==> config.mk <==
export PLATFORM = sky130hd
export DESIGN_NAME = input_unit
export DESIGN_NICKNAME = d
export VERILOG_FILES = /design/src/rtl/input_unit.sv
export SDC_FILE = /design/constraint.sdc
export NUM_CORES = 1
export LEC_CHECK = 0
export CAP_MARGIN = 20
export CORE_AREA = 2 2 185 187
export CTS_BUF_LIST = sky130_fd_sc_hd__clkbuf_4
export DETAILED_ROUTE_END_ITERATION = 10
export DIE_AREA = 0 0 187 189
export GPL_TIMING_DRIVEN = 0
export PLACE_DENSITY = 0.6
export SLEW_MARGIN = 20
export SYNTH_ARGS = -nofsm -noshare
export SYNTH_HDL_FRONTEND = slang
export SYNTH_SLANG_ARGS = --single-unit
==> constraint.sdc <==
create_clock -name clk -period 5.9 [get_ports clk]
set_clock_uncertainty 0.15 [all_clocks]
set_input_delay 0.885 -clock clk [delete_from_list [all_inputs] [get_ports clk]]
set_output_delay 0.885 -clock clk [all_outputs]
set_load 0.01 [all_outputs]
==> src/rtl/input_unit.sv <==
// input_unit: router input port. Buffers incoming flits in a first-word-
// fall-through FIFO and tags each flit with an XY route request. The route
// is computed as the flit is written, so the switch allocator sees it
// immediately when the flit reaches the head.
module input_unit #(
  parameter int DEPTH    = 8,
  parameter int WIDTH    = 3,
  parameter int DATASIZE = 40,
  parameter int LOCAL_X  = 0,
  parameter int LOCAL_Y  = 0
) (
  input  logic                clk,
  input  logic                rst,
  input  logic [DATASIZE-1:0] data_in,
  input  logic                valid_in,
  output logic                full,
  output logic [3:0]          label,
  output logic [DATASIZE-1:0] data_out,
  input  logic                ready,
  output logic [WIDTH:0]      count
);

  localparam logic [WIDTH:0] FULL_COUNT = (WIDTH+1)'(DEPTH);
  localparam logic [1:0]     LX         = 2'(LOCAL_X);
  localparam logic [1:0]     LY         = 2'(LOCAL_Y);

  // Route request encodings, {W,N,E,S}
  localparam logic [3:0] ROUTE_W     = 4'b1000;
  localparam logic [3:0] ROUTE_N     = 4'b0100;
  localparam logic [3:0] ROUTE_E     = 4'b0010;
  localparam logic [3:0] ROUTE_S     = 4'b0001;
  localparam logic [3:0] ROUTE_LOCAL = 4'b0000;
  localparam logic [3:0] ROUTE_NONE  = 4'b1111;

  // Flit storage and the route tag stored alongside each flit. Neither is
  // reset: nothing in them is visible while the FIFO is empty.
  logic [DATASIZE-1:0] flit_mem_reg  [DEPTH];
  logic [3:0]          label_mem_reg [DEPTH];

  logic [WIDTH-1:0] wr_ptr_reg, wr_ptr_next;
  logic [WIDTH-1:0] rd_ptr_reg, rd_ptr_next;
  logic [WIDTH:0]   count_reg,  count_next;

  logic       push;
  logic       pop;
  logic       empty;
  logic [1:0] dst_x;
  logic [1:0] dst_y;
  logic [3:0] route_label;

  // Destination node id lives in the dst field: X in the low bits, Y above.
  assign dst_x = data_in[33:32];
  assign dst_y = data_in[35:34];

  // XY dimension-order routing: resolve X first, then Y.
  always_comb begin
    route_label = ROUTE_LOCAL;
    if (dst_x > LX)
      route_label = ROUTE_E;
    else if (dst_x < LX)
      route_label = ROUTE_W;
    else if (dst_y > LY)
      route_label = ROUTE_N;
    else if (dst_y < LY)
      route_label = ROUTE_S;
  end

  // full only looks at registered occupancy, so a pop never frees a slot
  // for a push in the same cycle when the FIFO is full.
  assign empty = (count_reg == '0);
  assign full  = (count_reg == FULL_COUNT);
  assign push  = valid_in && !full;
  assign pop   = ready && !empty;
  assign count = count_reg;

  // Next-state for pointers and occupancy; pointers wrap modulo DEPTH.
  always_comb begin
    wr_ptr_next = wr_ptr_reg;
    rd_ptr_next = rd_ptr_reg;
    count_next  = count_reg;
    if (push)
      wr_ptr_next = wr_ptr_reg + WIDTH'(1);
    if (pop)
      rd_ptr_next = rd_ptr_reg + WIDTH'(1);
    if (push && !pop)
      count_next = count_reg + (WIDTH+1)'(1);
    else if (pop && !push)
      count_next = count_reg - (WIDTH+1)'(1);
  end

  // Pointer and occupancy registers; reset empties the FIFO at once.
  always_ff @(posedge clk or posedge rst) begin
    if (rst) begin
      wr_ptr_reg <= '0;
      rd_ptr_reg <= '0;
      count_reg  <= '0;
    end else begin
      wr_ptr_reg <= wr_ptr_next;
      rd_ptr_reg <= rd_ptr_next;
      count_reg  <= count_next;
    end
  end

  // Store the accepted flit and its route tag at the write pointer.
  always_ff @(posedge clk) begin
    if (push) begin
      flit_mem_reg[wr_ptr_reg]  <= data_in;
      label_mem_reg[wr_ptr_reg] <= route_label;
    end
  end

  // Fall-through head: present the head entry directly, or idle values
  // when nothing is buffered.
  always_comb begin
    label    = ROUTE_NONE;
    data_out = '0;
    if (!empty) begin
      label    = label_mem_reg[rd_ptr_reg];
      data_out = flit_mem_reg[rd_ptr_reg];
    end
  end

endmodule
# Word level (Yosys, flattened, before mapping)
# Memory sizes are Yosys's and may differ from the RTL's.
# Index checks and enable logic that the tools add are counted.
totals:
  mem_count: 2
  word_cells: 34
  mem_bits_rw: 352
  output_inout_bits: 49
  latchBits: 0
  mem_bits_ro: 0
  register_bits: 10
memory_table:
  columns: ["memory", "depth", "word_bits", "read_ports", "rd_clocked_by_memory_dff", "write_ports", "line", "text"]
  rows:
  - ["flit_mem_reg", 8, 40, 1, 0, 1, "37", "logic [DATASIZE-1:0] flit_mem_reg [DEPTH];"]
  - ["label_mem_reg", 8, 4, 1, 0, 1, "38", "logic [3:0] label_mem_reg [DEPTH];"]
op_classes:
  n_mul: 0
  shift: 0
  mux: 10
  n_addsub: 4
  order_cmp: 4
  div: 0
  reduce_logical: 10
  n_bitwise: 0
  eq_ne: 1
op_table:
  columns: ["op", "n"]
  rows:
  - ["2-to-1 mux 40 bit", 1]
  - ["2-to-1 mux 4 bit", 5]
  - ["adder 3 x 1 -> 3 bit, second input constant", 2]
  - ["adder 4 x 1 -> 4 bit, second input constant", 1]
  - ["equality test 4 bit, second input constant", 1]
  - ["greater-than comparator 2 x 1 -> 1 bit, second input constant", 2]
  - ["logical AND 1 bit", 4]
  - ["logical NOT 1 bit", 4]
  - ["logical NOT 4 bit", 1]
  - ["< comparator 2 x 1 -> 1 bit, second input constant", 2]
  - ["subtractor 4 x 1 -> 4 bit, second input constant", 1]
  - ["2-to-1 mux 1 bit", 3]
  - ["2-to-1 mux 3 bit", 1]
  - ["nonzero test 2 bit", 1]

# Depth between registers and ports, before layout
# Gate-level depths: netlist of run 1.
logic_depth:
  depth_word: 7
  depth_mapped: 9
  ltp_nobuf: 9

# Worst setup path after synthesis of run 1
# OpenSTA, ideal clock, no wires.
synth_timing:
  path_kind: "input to register"
  start: "input port valid_in"
  end: "memory flit_mem_reg[0][0] (enable)"
  n_path_buf: 0
  required_ns: 5.257
  cell_stages: 2
  path_slack_ns: 1.361
  setup_time_ns: 0.493
  arrival_time_ns: 3.895
  cell_sequence: "nand3b_1 nor3_1"
synth_between:
  elab_chain_len: 3
synth_lines:
  columns: ["element", "line", "text"]
  rows:
  - ["start: declaration", "15", "input logic valid_in,"]
  - ["logical AND 1 bit", "72", "assign push = valid_in && !full;"]
  - ["2-to-1 mux 1 bit", "106", "if (push) begin"]
  - ["2-to-1 mux 1 bit (implied by the code)", "107", "flit_mem_reg[wr_ptr_reg] <= data_in;"]
  - ["end: declaration", "37", null]
# No other way between the ends.

# Worst setup path after layout of run 1
layout_timing:
  start: "register count_reg[0], in the netlist count[0]"
  end: "output port data_out[33]"
layout_between:
  elab_chain_len: 2
layout_lines:
  columns: ["element", "line", "text"]
  rows:
  - ["start: declaration", "42", "logic [WIDTH:0] count_reg, count_next;"]
  - ["start signal: assignment", "100", "count_reg <= count_next;"]
  - ["logical NOT 4 bit", "70", "assign empty = (count_reg == '0);"]
  - ["via empty", "46", "logic empty;"]
  - ["2-to-1 mux 40 bit", "117", "if (!empty) begin"]
  - ["end: declaration", "18", "output logic [DATASIZE-1:0] data_out,"]
# The timed path passes the listed nets, and every way through them passes these cells.

==> impl_results.md, run 1 <==
* Layout Nets at 821
* Least-Margin Pin Slew at 0.828 ns
* Synth cell types at 34
* Reg2reg setup slack at 2.83 ns
* Crit path launch: count[0]
* Core region area at 0.0333 mm2
* #FFs+latches synth at 346
* Final Setup Violations at 0
* Crit-path max FO at 10
* Leading cell types in the layout, fill and taps excluded: 336 x edfxtp_1, 122 x clkbuf_4, 92 x clkdlybuf4s50_1, 84 x mux4_2, 40 x a22o_1
* Via count at 6559
* Syn_nets at 613
* Drt pass-1 iters at 4
* Insertion delay to the later sink of the worst-skew pair at 0.67 ns
* Setup TNS at 0 ns
* # resized after CTS at 0
* Power density cells at 502 mW/mm2
* Syn Area/Cell at 23.5 um2
* Largest area contributor in the netlist: edfxtp_1
* End of the critical path: data_out[33]
* Clock buffer count from CTS at 87
* Util after Layout at 48.7%
* Top-area cell type share of the netlist area at 76.4%
* RSZ-0062 raised after global routing: false
* Fin crit share at 73.6%
* CP Launch Type: register
* Mapped Cells at 563
* Syn. warnings at 0
* IO Port Bufs at 92
* Post-layout min period at 4.34 ns
* Register area share after synthesis at 78.3%
* Final hold violations at 0
* Critical Path RT at 4.87 ns
* Hold crit path type: in2async
* Status: complete, no violations
* Overall Global Routing Usage at 16.8%
* Post-route ant nets at 0
* DRC violations left at 0
* Largest net degree at the start of global routing at 20
* Max Freq at 230 MHz
* Top post-synthesis cells by area: edfxtp_1 76%, mux4_2 14%, a22o_1 2.7%
* DR WL/cell at 22.9 um
* Slew headroom at 44.7%
* Chip height at 189 um
* Post-CTS setup buffer count at 0
* FF-to-FF Start: count[0]
* Area growth syn-to-layout at 22.7%
* Initial Utilization at 39.7%
* Post-Syn Area at 0.0132 mm2
* Leak at 5.34 nW
* DR vias/cell at 5.16
* Initial antenna violation count at 1
* CP Capture Type: output pin
* Dpl hpwl at 18.3 mm
* H-tree depth at 3
* Quantity of hold-fixing buffers added after cts at 0
* # clock sinks at 346
* CTS tree: done
* Vias in the first global route at 7237
* Slew Limit Fails at 0
* Crit path DAT at 3.31 ns
* Root buf cell: clkbuf_4
* Critical path type: reg2out
* DRT Wirelength at 29.1 mm
* Io pins at 93
* Iter 0 DRT Violations at 554
* Path depth of the worst reg2reg path at 9
* Total power at 0.00814 W
* FP Rows at 67
* FF-to-FF End: count[3]
* Global-route wire length before repair at 43.4 mm
* WHS at 0.345 ns
* VDD IR-drop max at 190 uV
* Max reg flops at 320
* Most common cell after layout, fill and taps aside: edfxtp_1
* Total global routing overflow at 0
* Clock buffer depth at 3
* Chip width at 187 um
* Die Area at 0.0353 mm2
* Layout cell share with drive strength beyond 1 at 33.3%
* Max-Cap Viols at 0
* CTS clk-pin slew, worst paths at 0.07 ns
* Gpl congestion at 0.743
==> metal layers <==
metal  global-route usage [%]  part of all wire (%)  vias up
met5                        0                     0        -
met4                     6.20                   1.9        0
met3                     3.82                   4.8       52
met2                     30.0                    53      206
met1                     19.9                    40     3420
li1                         -                     -     2881
==> power breakdown <==
part / leakage (nW) / switching [W] / total (W) / internal (W)
clock: 0.607 / 0.000876 / 0.00186 / 0.000987
sequential: 3.17 / 0.000121 / 0.00322 / 0.00310
combinational: 1.56 / 0.00149 / 0.00306 / 0.00157
==> worst max-delay path, stage by stage (launching register included) <==
cell and delay (ns):
dfrtp_1 0.47, or4_4 0.21, inv_1 0.08, nor2_1 0.42, clkbuf_1 0.59, a22o_1 0.32, clkdlybuf4s50_1 0.56
==> synthesized netlist by cell type <==
cell      count
a211o_1       1
a21o_2        1
a21oi_1       1
a22o_1       40
and2_4        1
buf_1         1
buf_2         9
buf_4         3
buf_6         6
clkbuf_1     12
dfrtp_1      10
edfxtp_1    336
fa_1          1
ha_1          5
inv_1         5
mux2_2        3
mux2i_1       1
mux4_2       84
nand2_1       5
nand2b_1      2
nand3_1       4
nand3b_1      3
nor2_1        9
nor3_1        2
o21ai_0       1
o221ai_1      1
o22a_1        2
or2_2         1
or2b_1        1
or3_1         3
or4_1         1
or4_4         1
or4b_2        1
xnor2_1       6
==> worst min-delay path by stage <==
stage / startpoint / end / cells past startpoint
5_1_grt: rst / wr_ptr_reg[2] / 2
3_3_place_gp: wr_ptr_reg[0] / wr_ptr_reg[0] / 1
4_1_cts: rst / wr_ptr_reg[2] / 2
3_5_place_dp: wr_ptr_reg[0] / wr_ptr_reg[0] / 1
6_report: rst / wr_ptr_reg[2] / 2
2_1_floorplan: wr_ptr_reg[0] / wr_ptr_reg[0] / 1
==> kinds of logic after synthesis <==
group                      count (synthesis)  share of synthesized area, %
DFF                                      346                          78.3
buffers and inverters                     36                          1.53
and+or+nand+nor                           34                          1.42
AOI/OAI and AO/OA                         47                          3.06
adders and majority gates                  6                         0.625
muxes                                     88                          14.7
xor gates and xnor gates                   6                         0.398
==> through the flow <==
| step | cells | area [um2] | setup WS (ns) |
|---|---|---|---|
| 2_1_floorplan | 563 | 13200 | 1.36 |
| 3_3_place_gp | 1103 | 14700 | -2.60 |
| 3_5_place_dp | 1130 | 15200 | 2.14 |
| 4_1_cts | 1271 | 16200 | 1.38 |
| 5_1_grt | 1272 | 16200 | 1.35 |
| 6_report | 1272 | 16200 | 1.56 |
==> area by class of cell <==
class	count	area (um2)
clock buffer	122	916
inverter	5	18.8
antenna	1	2.50
tap	448	561
multi-input combinational	181	2720
clock inverter	19	111
fill	2820	17100
sequential	346	10300
timing repair buffer	119	1350
buffer	31	184
(Power assumes the default switching activity.)
==> inputs of run 2 (changes only) <==
Settings changed: PLACE_DENSITY 0.6 to 0.62.
Clock period 5.9 ns to 3.6 ns, I/O delays scaled along.
==> impl_results.md, run 2 (synthesis gave the netlist of run 1 again) <==
* Hold Path Origin: ready
* Crit-path max FO at 10 (unchanged)
* Final Setup Violations at 0 (unchanged)
* Reg2reg setup slack at 0.44 ns (-2.39 ns)
* Critical path type: reg2out
* Clk pwr share at 23.5% (+0.6 points)
* Non-Filler Instances at 1278 (+0.47%)
* CP Launch Type: register
* Root buf cell: clkbuf_4
* FP Rows at 67 (unchanged)
* Post-route cell area at 0.0164 mm2 (+1.0%)
* DRT Wirelength at 28.5 mm (-2.0%)
* Dpl hpwl at 18.1 mm (-1.5%)
* Iter 0 DRT Violations at 435 (-21%)
* VDD IR-drop max at 314 uV (+65%)
* Layout cell share with drive strength beyond 1 at 34.4% (+1.1 points)
* CP top delay family: simple AND/OR/NAND/NOR gates
* Gpl congestion at 0.695 (-6.4%)
* Leading cell types in the layout, fill and taps excluded: 336 x edfxtp_1, 125 x clkbuf_4, 84 x mux4_2, 50 x clkdlybuf4s50_1, 40 x a22o_1
* Worst path bufs/invs at 3 (unchanged)
* Max incr delay on CP at 0.58 ns (about the same)
* Vias in the first global route at 7182 (-0.76%)
* Max stage delay cell, worst path: or4_4
* Largest net degree at the start of global routing at 21 (+5.0%)
* Hold Path Depth at 3
* Total global routing overflow at 0 (unchanged)
* FF-to-FF End: count[3]
* Final hold violations at 0 (unchanged)
* Path depth of the worst reg2reg path at 10 (+1)
* Fin crit share at 95.1%
* Io pins at 93 (unchanged)
* Most common cell after layout, fill and taps aside: edfxtp_1
* Chip width at 187 um (unchanged)
* Global-route wire length before repair at 43.0 mm (-0.80%)
* Comb power frac at 37.0% (-0.6 points)
* RSZ-0062 raised after global routing: false
* Max Freq at 292 MHz
* CP Capture Type: output pin
* H-tree depth at 3 (unchanged)
* CTS tree: done
* # clock sinks at 346 (unchanged)
* Drt pass-1 iters at 5 (+1)
* Seq pwr share at 39.5% (about the same)
* Placed Area at 0.0151 mm2 (-0.17%)
* Core region area at 0.0333 mm2 (unchanged)
* DR WL/cell at 22.3 um (-2.4%)
* Die Area at 0.0353 mm2 (unchanged)
* Initial antenna violation count at 3 (+2)
* Cell mode on critical path: buf_6
* DR vias/cell at 5.09 (-1.2%)
* Filler cell count at 2743 (-2.7%)
* Crit path DAT at 2.73 ns (-0.58 ns)
* Hold EP: rd_ptr_reg[2]
* Placed cell count at 1123 (-0.62%)
* Clock buffer count from CTS at 85 (-2.3%)
* Least-Margin Pin Slew at 0.807 ns (-0.0211 ns)
* FF-to-FF Start: count[0]
* Overall Global Routing Usage at 16.6% (-0.21 points)
* Area growth syn-to-layout at 23.9%
* Layout Nets at 817 (-0.49%)
* Post-layout min period at 3.42 ns
* Initial Utilization at 39.7% (unchanged)
* Clock buffer depth at 3 (unchanged)
* Worst path cell trace: or4_4, and2_4, buf_6, buf_6, a22o_1, dlygate4sd2_1
* Slew headroom at 46.0% (+1.4 points)
* Max-Cap Viols at 0 (unchanged)
* DRC violations left at 0 (unchanged)
* Net switching power at 0.00411 W (+65%)
* Switch share at 30.8% (+0.31 points)
* Power density cells at 814 mW/mm2 (+62%)
* Hold crit path type: in2reg
* Insertion delay to the later sink of the worst-skew pair at 0.69 ns (+0.02 ns)
* Util after Layout at 49.2% (+0.49 points)
* Total power at 0.0133 W (+64%)
* Critical Path RT at 2.91 ns (-1.96 ns)
* Total internal power at 0.00921 W (+63%)
* Post-route ant nets at 0 (unchanged)
* Chip height at 189 um (unchanged)
* Via count at 6510 (-0.75%)
* Slew Limit Fails at 0 (unchanged)
* CTS clk-pin slew, worst paths at 0.07 ns (about the same)
* Max reg flops at 320 (unchanged)
* IO Port Bufs at 92 (unchanged)
* Status: complete, no violations
* Leak at 5.57 nW (+4.4%)
run 2: metrics by stage:
step | worst slack (ns) | hold WS (ns) | setup TNS, ns
2_1_floorplan | 0.367 | 0.230 | 0
3_3_place_gp | -2.12 | 0.352 | -656.00
3_5_place_dp | 0.268 | 0.380 | 0
4_1_cts | 0.00516 | 0.295 | 0
5_1_grt | 0.105 | 0.319 | 0
6_report | 0.178 | 0.366 | 0
run 2: worst max path at each step:
stage,startpoint,to,slack [ns],depth (start not counted)
after detailed placement,count[0],data_out[33],0.27,6
after CTS,count[0],data_out[8],0.005,6
final,count[0],data_out[33],0.18,6
after floorplan,count[3],flit_mem_reg[6][0],0.37,3
after global routing,count[0],data_out[33],0.11,6
after global placement,valid_in,flit_mem_reg[6][25],-2.12,3
run 2: metal layers:
layer  share of wire, %  global-route usage [%]  vias up
li1                   -                       -     2875
met1                 40                    19.9     3377
met5              0.056                       0        -
met4                1.9                    5.77        2
met2                 53                    29.2      204
met3                5.2                    4.08       52
run 2: power groups by stage:
stage | sequential (W) | clock (W) | combinational (W)
finish | 0.00527 | 0.00313 | 0.00492
global route | 0.00531 | 0.00345 | 0.00528
CTS | 0.00527 | 0.00324 | 0.00507
detailed placement | 0.00537 | 0 | 0.00510
global placement | 0.00539 | 0 | 0.00477
floorplan | 0.00533 | 0 | 0.00284
run 2: what timing repair did:
action	in CTS	in global routing
endpoints found under the setup margin	42	7
hold endpoints to repair	10	0
hold buffers	1	0
gates resized for setup	83	9
gates cloned	0	0
setup buffers	4	0
pin swaps	1	0
run 2: worst register-to-register path, delay by kind of cell, from the launching register on:
kind / cells / cell delay [ns]
simple gates: 4 / 1.40
fa+ha+maj: 2 / 0.57
flops: 1 / 0.41
buf+inv: 3 / 0.38
compound gates: 1 / 0.12
run 2: cell type report:
| class | count | area, um2 | share of cell area [%] |
|---|---|---|---|
| Antenna cell | 2 | 5.00 | 0.0306 |
| Timing Repair Buffer | 117 | 1330 | 8.10 |
| Buffer | 31 | 317 | 1.93 |
| Inverter | 5 | 18.8 | 0.115 |
| Clock buffer | 118 | 886 | 5.41 |
| Tap cell | 448 | 561 | 3.43 |
| Clock inverter | 30 | 179 | 1.09 |
| Sequential cell | 346 | 10300 | 63.2 |
| Multi-Input combinational cell | 181 | 2730 | 16.7 |
==> inputs of run 3 (changes only) <==
Settings changed: PLACE_DENSITY 0.62 to 0.6, TNS_END_PERCENT from default to 100.
Clock period 3.6 ns to 3.9 ns, I/O delays scaled along.
==> impl_results.md, run 3 (synthesis gave the netlist of run 1 again) <==
* Insertion delay to the later sink of the worst-skew pair at 0.67 ns (-0.02 ns)
* Critical path type: reg2out
* Chip height at 189 um (unchanged)
* Max reg flops at 320 (unchanged)
* Fin crit share at 95.7%
* # clock sinks at 346 (unchanged)
* Layout cell share with drive strength beyond 1 at 34.0% (-0.41 points)
* Iter 0 DRT Violations at 465 (+6.9%)
* Slew headroom at 48.1% (+2.1 points)
* Met2 GRT Util at 27.9% (-1.3 points)
* Overall Global Routing Usage at 16.5% (-0.071 points)
* Max incr delay on CP at 0.60 ns (+0.02 ns)
* CP Capture Type: output pin
* Area growth syn-to-layout at 23.3%
* Crit-path max FO at 10 (unchanged)
* Post-route ant nets at 0 (unchanged)
* VDD IR-drop max at 277 uV (-12%)
* Chip width at 187 um (unchanged)
* Crit path DAT at 3.00 ns (+0.27 ns)
* Met3 Usage GRT at 3.97% (-0.11 points)
* Hold crit path type: reg2reg
* Power density cells at 767 mW/mm2 (-5.8%)
* Status: complete, no violations
* FF-to-FF Start: count[2]
* Clock buffer depth at 3 (unchanged)
* Gpl congestion at 0.716 (+3.0%)
* DRC violations left at 0 (unchanged)
* Critical Path RT at 3.16 ns (+0.25 ns)
* Max stage delay cell, worst path: or4_4
* Drt pass-1 iters at 4 (-1)
* Initial antenna violation count at 2 (-1)
* H-tree depth at 3 (unchanged)
* Final Setup Violations at 0 (unchanged)
* Total global routing overflow at 0 (unchanged)
* Dpl hpwl at 17.6 mm (-2.5%)
* Final hold violations at 0 (unchanged)
* Die Area at 0.0353 mm2 (unchanged)
* Post-layout min period at 3.73 ns
* Root buf cell: clkbuf_4
* Least-Margin Pin Slew at 0.778 ns (-0.0284 ns)
* RSZ-0062 raised after global routing: false
* Core region area at 0.0333 mm2 (unchanged)
* Leading cell types in the layout, fill and taps excluded: 336 x edfxtp_1, 125 x clkbuf_4, 92 x clkdlybuf4s50_1, 84 x mux4_2, 40 x a22o_1
* Global-route wire length before repair at 43.0 mm (-0.16%)
* Slew Limit Fails at 0 (unchanged)
* Hold EP: wr_ptr_reg[0]
* CTS clk-pin slew, worst paths at 0.07 ns (about the same)
* CTS tree: done
* Clock buffer count from CTS at 88 (+3.5%)
* Leak at 5.40 nW (-3.1%)
* Via count at 6598 (+1.4%)
* IO Port Bufs at 92 (unchanged)
* Hold Path Depth at 1 (-2)
* Busiest grt layer: met2
* CP Launch Type: register
* Max-Cap Viols at 0 (unchanged)
* FP Rows at 67 (unchanged)
* Post-CTS setup buffer count at 0 (-4)
* Layout Nets at 814 (-0.37%)
* DR vias/cell at 5.15 (+1.0%)
* Vias in the first global route at 7183 (+0.014%)
* FF-to-FF End: count[3]
* DRT Wirelength at 28.5 mm (about the same)
* Path depth of the worst reg2reg path at 9 (-1)
* WHS at 0.409 ns (+0.0431 ns)
* Util after Layout at 48.9% (-0.27 points)
* Largest net degree at the start of global routing at 20 (-4.8%)
* Hold Path Origin: wr_ptr_reg[0]
* Io pins at 93 (unchanged)
* Total power at 0.0125 W (-6.4%)
* Setup TNS at 0 ns (unchanged)
* Most common cell after layout, fill and taps aside: edfxtp_1
* Met1 usage at 20.8% (+0.89 points)
* Final WS setup at 0.169 ns (-0.00871 ns)
* Pre-CTS setup slack at 0.502 ns (+0.234 ns)
* Worst path cell trace: or4_4, inv_1, nor2_1, clkbuf_4, a22o_1, clkdlybuf4s50_1
* Reg2reg setup slack at 0.86 ns (+0.42 ns)
* DR WL/cell at 22.2 um (-0.36%)
* Max Freq at 268 MHz
* Initial Utilization at 39.7% (unchanged)
## run 3: cell types whose count changed in the layout (fill, tap and decap cells not counted), sizes merged
cell / previous run / this run
dlymetal6s2s: 7 / 0
clkbuf: 130 / 133
clkinvlp: 1 / 0
buf: 43 / 38
clkdlybuf4s50: 50 / 92
dlygate4sd2: 35 / 0
clkinv: 25 / 32
## run 3: critical path, delay by kind of cell, from the launching register on
| kind | cells | cell delay, ns |
|---|---|---|
| flip-flops | 1 | 0.43 |
| AND/OR/NAND/NOR | 2 | 0.74 |
| buffers and inverters | 3 | 0.89 |
| AO/OA/AOI/OAI | 1 | 0.26 |
## run 3: report_power, final
part | internal (W) | switching, W | total [W]
clock | 0.00159 | 0.00141 | 0.00300
sequential | 0.00468 | 0.000190 | 0.00487
combinational | 0.00239 | 0.00222 | 0.00461
total | 0.00867 | 0.00381 | 0.0125
## run 3: layer usage
layer  vias up  wire (um)
met5         -          0
met4         0        616
met3        50       1620
li1       2885          -
met1      3440      11600
met2       223      14700
## run 3: timing repair
action / 4_1_cts / 5_1_grt
setup endpoints to repair: 42 / 3
hold buffers: 1 / 0
gates resized for setup: 17 / 1
hold endpoints to repair: 9 / 0
pin swaps: 0 / 0
## run 3: final cells by class
class	count	area, um2
Multi-Input combinational cell	181	2730
Timing Repair Buffer	111	1280
Clock buffer	122	916
Tap cell	448	561
Fill cell	2780	17000
Buffer	31	215
Antenna cell	2	5.00
Inverter	5	18.8
Clock inverter	36	206
Sequential cell	346	10300
## run 3: through the flow
step	cell area [um2]	cells
2_1_floorplan	13200	563
3_3_place_gp	14700	1103
3_5_place_dp	15100	1121
4_1_cts	16300	1280
5_1_grt	16300	1282
6_report	16300	1282
## run 3: worst max path at each step
stage | start | endpoint | depth (start not counted)
after floorplan | count[3] | flit_mem_reg[6][0] | 3
after global placement | valid_in | flit_mem_reg[7][26] | 3
after detailed placement | rd_ptr_reg[1] | data_out[21] | 5
after CTS | rd_ptr_reg[1] | data_out[21] | 5
after global routing | count[2] | data_out[25] | 6
final | count[2] | data_out[39] | 6
